--- src/rtl/riscv_pkg.sv ---
// ---------------------------------------------------------------------------
// riscv_pkg
// Shared types for the RV32I memory-port arbiter.
//   XLEN_DEFAULT : default data/address width
//   arb_state_e  : arbiter sequencer states (IDLE/ISSUE/WAIT)
//   owner_e      : which core interface owns the in-flight transaction
// ---------------------------------------------------------------------------
package riscv_pkg;

  localparam int XLEN_DEFAULT = 32;

  typedef enum logic [1:0] {
    IDLE  = 2'd0,
    ISSUE = 2'd1,
    WAIT  = 2'd2
  } arb_state_e;

  typedef enum logic {
    OWNER_IF = 1'b0,
    OWNER_D  = 1'b1
  } owner_e;

endpackage

--- src/rtl/riscv_arb_starve_guard.sv ---
// ---------------------------------------------------------------------------
// riscv_arb_starve_guard
// Counts consecutive data grants made while fetch was also waiting. Once the
// count reaches STARVE_MAX, force_fetch tells the arbiter to hand the next
// contested slot to fetch. Only instantiated when RISCV_ARB_STARVE_GUARD_EN
// is defined.
// Ports:
//   clk, rst     : clock, async active-high reset
//   d_grant      : data side granted this cycle
//   if_pending   : fetch request valid this cycle
//   if_grant     : fetch side granted this cycle
//   force_fetch  : next arbitration with fetch pending must pick fetch
// ---------------------------------------------------------------------------
module riscv_arb_starve_guard #(
  parameter int STARVE_MAX = 4
) (
  input  logic clk,
  input  logic rst,
  input  logic d_grant,
  input  logic if_pending,
  input  logic if_grant,
  output logic force_fetch
);

  localparam int CW = $clog2(STARVE_MAX + 1);
  localparam logic [CW-1:0] CNT_MAX = CW'(STARVE_MAX);

  logic [CW-1:0] cnt;

  always_ff @(posedge clk or posedge rst) begin
    if (rst) begin
      cnt <= '0;
    end else if (if_grant) begin
      cnt <= '0;
    end else if (d_grant && if_pending && (cnt != CNT_MAX)) begin
      // saturating: at CNT_MAX a pending fetch always wins, so this is belt-and-braces
      cnt <= cnt + CW'(1);
    end
  end

  assign force_fetch = (cnt == CNT_MAX);

endmodule

--- src/rtl/riscv_mem_arbiter.sv ---
// ---------------------------------------------------------------------------
// riscv_mem_arbiter
// Shares one single-ported memory/bus between the RV32I instruction-fetch and
// load/store interfaces. One outstanding transaction; data has priority over
// fetch; a WAIT-state timeout returns an error response to the owner.
// Optional macro RISCV_ARB_STARVE_GUARD_EN enables the fetch anti-starvation
// guard (riscv_arb_starve_guard).
//
//   state | meaning
//   IDLE  | no transaction; grant a requester (req_ready) and latch its fields
//   ISSUE | mem_req_valid held with latched fields until mem_req_ready
//   WAIT  | waiting for mem_rsp_valid or timeout; then respond to owner
//
// Ports:
//   clk, rst                        : clock, async active-high reset
//   if_req_* / if_rsp_*             : fetch request / response (reads only)
//   d_req_* / d_rsp_*               : load/store request / response
//   mem_req_* / mem_rsp_*           : shared bus request / response
//   busy                            : transaction in progress (state != IDLE)
// ---------------------------------------------------------------------------
module riscv_mem_arbiter
  import riscv_pkg::*;
#(
  parameter int XLEN       = XLEN_DEFAULT,
  parameter int STARVE_MAX = 4,
  parameter int TIMEOUT    = 255
) (
  input  logic            clk,
  input  logic            rst,
  input  logic            if_req_valid,
  input  logic [XLEN-1:0] if_req_addr,
  output logic            if_req_ready,
  output logic            if_rsp_valid,
  output logic [XLEN-1:0] if_rsp_data,
  output logic            if_rsp_err,
  input  logic            d_req_valid,
  input  logic            d_req_we,
  input  logic [XLEN-1:0] d_req_addr,
  input  logic [XLEN-1:0] d_req_wdata,
  output logic            d_req_ready,
  output logic            d_rsp_valid,
  output logic [XLEN-1:0] d_rsp_rdata,
  output logic            d_rsp_err,
  output logic            mem_req_valid,
  output logic            mem_req_we,
  output logic [XLEN-1:0] mem_req_addr,
  output logic [XLEN-1:0] mem_req_wdata,
  input  logic            mem_req_ready,
  input  logic            mem_rsp_valid,
  input  logic [XLEN-1:0] mem_rsp_rdata,
  output logic            busy
);

  localparam int TW = $clog2(TIMEOUT + 1);
  localparam logic [TW-1:0] TMR_LOAD = TW'(TIMEOUT);

  arb_state_e      state;
  owner_e          owner;
  logic            lat_we;
  logic [XLEN-1:0] lat_addr;
  logic [XLEN-1:0] lat_wdata;
  logic [TW-1:0]   tmr;

  logic force_fetch;
  logic grant_d;
  logic grant_if;

  always_comb begin
    grant_d  = d_req_valid && !(force_fetch && if_req_valid);
    grant_if = if_req_valid && !grant_d;
  end

  // Ready is gated by rst so no grant leaks out while reset is held.
  assign d_req_ready  = !rst && (state == IDLE) && grant_d;
  assign if_req_ready = !rst && (state == IDLE) && grant_if;

  assign mem_req_valid = (state == ISSUE);
  assign mem_req_we    = lat_we;
  assign mem_req_addr  = lat_addr;
  assign mem_req_wdata = lat_wdata;
  assign busy          = (state != IDLE);

`ifdef RISCV_ARB_STARVE_GUARD_EN
  riscv_arb_starve_guard #(
    .STARVE_MAX (STARVE_MAX)
  ) u_starve_guard (
    .clk         (clk),
    .rst         (rst),
    .d_grant     (d_req_ready),
    .if_pending  (if_req_valid),
    .if_grant    (if_req_ready),
    .force_fetch (force_fetch)
  );
`else
  logic unused_starve_max;
  assign unused_starve_max = ^STARVE_MAX;
  assign force_fetch       = 1'b0;
`endif

  always_ff @(posedge clk or posedge rst) begin
    if (rst) begin
      state        <= IDLE;
      owner        <= OWNER_IF;
      lat_we       <= 1'b0;
      lat_addr     <= '0;
      lat_wdata    <= '0;
      tmr          <= '0;
      if_rsp_valid <= 1'b0;
      if_rsp_data  <= '0;
      if_rsp_err   <= 1'b0;
      d_rsp_valid  <= 1'b0;
      d_rsp_rdata  <= '0;
      d_rsp_err    <= 1'b0;
    end else begin
      if_rsp_valid <= 1'b0;
      d_rsp_valid  <= 1'b0;
      case (state)
        IDLE: begin
          if (grant_d) begin
            owner     <= OWNER_D;
            lat_we    <= d_req_we;
            lat_addr  <= d_req_addr;
            lat_wdata <= d_req_wdata;
            state     <= ISSUE;
          end else if (grant_if) begin
            owner     <= OWNER_IF;
            lat_we    <= 1'b0;
            lat_addr  <= if_req_addr;
            lat_wdata <= '0;
            state     <= ISSUE;
          end
        end
        ISSUE: begin
          if (mem_req_ready) begin
            tmr   <= TMR_LOAD;
            state <= WAIT;
          end
        end
        WAIT: begin
          // A response arriving on the terminal-count cycle still wins over the error.
          if (mem_rsp_valid || (tmr == '0)) begin
            state <= IDLE;
            if (owner == OWNER_D) begin
              d_rsp_valid <= 1'b1;
              d_rsp_err   <= !mem_rsp_valid;
              d_rsp_rdata <= (mem_rsp_valid && !lat_we) ? mem_rsp_rdata : '0;
            end else begin
              if_rsp_valid <= 1'b1;
              if_rsp_err   <= !mem_rsp_valid;
              if_rsp_data  <= mem_rsp_valid ? mem_rsp_rdata : '0;
            end
          end else begin
            tmr <= tmr - TW'(1);
          end
        end
        default: state <= IDLE;
      endcase
    end
  end

endmodule

--- config.mk ---
export PLATFORM = sky130hd
export DESIGN_NAME = riscv_mem_arbiter
export DESIGN_NICKNAME = d
export VERILOG_FILES = /design/src/rtl/riscv_pkg.sv /design/src/rtl/riscv_arb_starve_guard.sv /design/src/rtl/riscv_mem_arbiter.sv
export SDC_FILE = /design/constraint.sdc
export NUM_CORES = 1
export LEC_CHECK = 0
export ABC_AREA = 1
export CAP_MARGIN = 20
export CELL_PAD_IN_SITES_DETAIL_PLACEMENT = 2
export CELL_PAD_IN_SITES_GLOBAL_PLACEMENT = 2
export CORE_UTILIZATION = 25
export DETAILED_ROUTE_END_ITERATION = 12
export HOLD_SLACK_MARGIN = 0.03
export PLACE_DENSITY_LB_ADDON = 0.2
export SETUP_SLACK_MARGIN = 0.4
export SYNTH_ARGS = -nofsm -noshare
export SYNTH_HDL_FRONTEND = slang
export SYNTH_SLANG_ARGS = --single-unit
--- constraint.sdc ---
create_clock -name clk -period 14.15 [get_ports clk]
set_input_delay 2.1225 -clock clk [delete_from_list [all_inputs] [get_ports clk]]
set_output_delay 2.1225 -clock clk [all_outputs]
set_load 0.005 [all_outputs]
==> impl_results.md <==
- Routed wire length per instance: 17.0 µm
- Most common library cells after synthesis: nand2_1, dfrtp_1, inv_1
- Period utilisation layout: 0.389
- CTS tree: done
- Post-DRT Antenna Nets: 0
- Synthesis-stage register bit count: 144
- Pre-Repair DR Iteration Count: 4
- CP max FO: 3
- Critical path required time: 12.03 ns
- Max-cap violations: 0
- Crit-path most repeated cell: clkdlybuf4s50_1
- CP Cell Sequence: clkdlybuf4s50_1, nor3_1, clkdlybuf4s50_1
- Pleak: 0.00495 µW
- Relative slew slack: 0.372
- Port Buf Inserts: 271
- CTS resizes: 0
- Post-CTS setup buffers: 0
- CTS clock-pin slew for the worst setup and hold paths: 0.06 ns
- Fmax: 0.181 GHz
- Post-place setup slack: 8.66 ns
- Crit path time final: 5.51 ns
- Crit-path max cell delay: 0.53 ns
- Mapped Avg Cell Area: 7.95 µm²
- TNS Setup: 0 ns
- Die area: 26500 µm²
- Chip Width: 163 µm
- Mapped Cells: 812
- Worst skew pair latency: 0.43 ns
- Drt total wl: 23900 µm
- Worst Skew: 0.0146 ns
- Vias in the first global route: 6789
- Count of final hold-check violations: 0
- Slew Viols, Final: 0
- Seq/Total Area, Yosys: 0.558
- DRC errors left: 0
- P&R area growth vs syn: 55.3%
- Diodes inserted: 0
- Most common cell in the netlist: nand2_1
- Clock Path Buffers: 2
- Cell taking the most area after synthesis: dfrtp_1
- Synth Flop Type: dfrtp_1
- GPL Wtd Cong: 0.730
- Critical Path End Type: output pin
- First-pass GRT wire length: 37800 µm
- H-tree lvl count: 4
- GR Layer Usage met2: 0.323
- Die Y-Extent: 163 µm
- Setup violators final: 0
- CTS Hold Bufs: 0
- Antenna violations before repair: 0
- Root Driver: clkbuf_16
- Initial Util: 0.256
- Syn nets: 949
- Hpwl dp: 16300 µm
- Num ports: 272
- Reg-to-Reg Start: tmr[0]$_DFFE_PP0P_
- Worst vdd ir: 0.0847 mV
- Netlist cell types: 19
- Async S/R FF share, synth: 1.00
- Layout cells sized above 1: 0.0465
- Via count: 6306
- Grt met1 use: 0.226
- Met3 usage in global routing: 0.0402
- Number of synthesized flops with an enable pin: 0
- Gr usage total: 0.186
- Worst path arrival time: 3.39 ns
- Pwr dens: 197 nW/µm²
- Core area: 25300 µm²
- Worst Slack Setup Final: 8.64 ns
- Grt total ovfl: 0
- Syn. warnings: 0
- Worst-Margin Slew: 0.942 ns
- Startpoint types: input port
- Unrepaired setup endpoints after global routing: no
- Top cells by area, synth: dfrtp_1, nand2_1, o21ai_0
- Clock sink count: 144
- Outcome: complete, no violations
- Hold crit path type: reg2reg
- Via-per-instance ratio: 4.49
- Yosys top cell area share: 0.558
- Largest net degree at the start of global routing: 96
- Mapped Area: 6460 µm²
- Critical path class: in2out
- CP startpoint: rst
- Cell row count: 58
- CTS Buf Count: 17
- Most used routing layer: met2
- Nets: 1199
- Hold Path Origin: d_rsp_err$_DFFE_PP0P_
- Crit path max-delay cell type: clkdlybuf4s50_1
- Starting DRT DRC Count: 273
per-layer routing:
layer	part of all wire	routed length (µm)	up-vias
met2	0.50	12000	146
met3	0.045	1080	34
met4	0.023	539	0
met1	0.43	10200	3089
met5	0	0	-
li1	-	-	3037
layout make-up:
type                    count  area [µm²]
fillers                  2861       15200
flip-flops and latches    144        3600
repair buffers            278        2760
clock buffers              20         467
well taps                 330         413
multi-input cells         533        2300
inverters                  88         335
clock inverters            12         149
power by group:
part / internal [µW] / switching, µW
registers: 590 / 104
clock network: 278 / 196
logic: 413 / 396
total: 1280 / 697
stage by stage:
step           hold slack [ns]  instances  cell area [µm²]  utilization  power, µW
2_1_floorplan            0.465        812             6460            -       1020
3_3_place_gp             0.452       1373             9420        0.373       1500
3_5_place_dp             0.461       1373             9420        0.373       1530
4_1_cts                  0.475       1405            10000        0.397       2020
5_1_grt                  0.498       1405            10000        0.397       2130
6_report                 0.470       1405            10000        0.397       1980
worst paths after layout:
check	to	slack, ns	depth (start not counted)
setup / recovery	if_req_ready	8.64	3
hold / removal	d_rsp_err$_DFFE_PP0P_	0.47	2
setup reg to reg	d_rsp_rdata[29]$_DFFE_PP0P_	11.17	9
hold reg to reg	d_rsp_err$_DFFE_PP0P_	0.47	2
max in group asynchronous	d_rsp_rdata[8]$_DFFE_PP0P_	10.50	3
min in group asynchronous	mem_req_wdata[7]$_DFFE_PP0P_	2.23	2
kinds of logic (layout without fill, tap and decap cells):
family          after synthesis  in the layout  share of synthesized area
compound gates               70             70                     0.0546
fa+ha+maj                     2              2                    0.00387
buf+inv                     135            398                     0.0854
simple gates                461            461                      0.298
flops                       144            144                      0.558
worst max-delay path: cells and delay by family:
family | cells | cell delay, ns
AND/OR/NAND/NOR | 1 | 0.23
buffers and inverters | 2 | 1.03
state kept, by name, indices dropped and copies added, names as in the netlist, 2 cells and up:
signal	flops
d_rsp_rdata	32
if_rsp_data	32
mem_req_addr	32
mem_req_wdata	32
state	2
tmr	8
layout by cell type, fill, tap and decap left out:
cell	Yosys	routed
clkbuf_8	0	3
o31ai_1	1	1
dfrtp_1	144	144
inv_2	1	1
nor3_1	2	2
nand2_1	325	325
nand2_2	3	3
o21ai_0	67	67
inv_6	0	4
nand4_1	35	35
clkinvlp_4	0	1
inv_1	87	86
buf_2	21	1
clkinv_4	0	5
nor2_1	40	40
clkbuf_16	0	17
o21ai_1	2	2
nand3_1	51	51
nor2_4	2	2
nand3_2	3	3
inv_8	0	1
ha_1	2	2
bufinv_16	0	2
clkdlybuf4s50_1	0	270
buf_4	3	7
No activity file was read; power rests on OpenSTA's default activity.
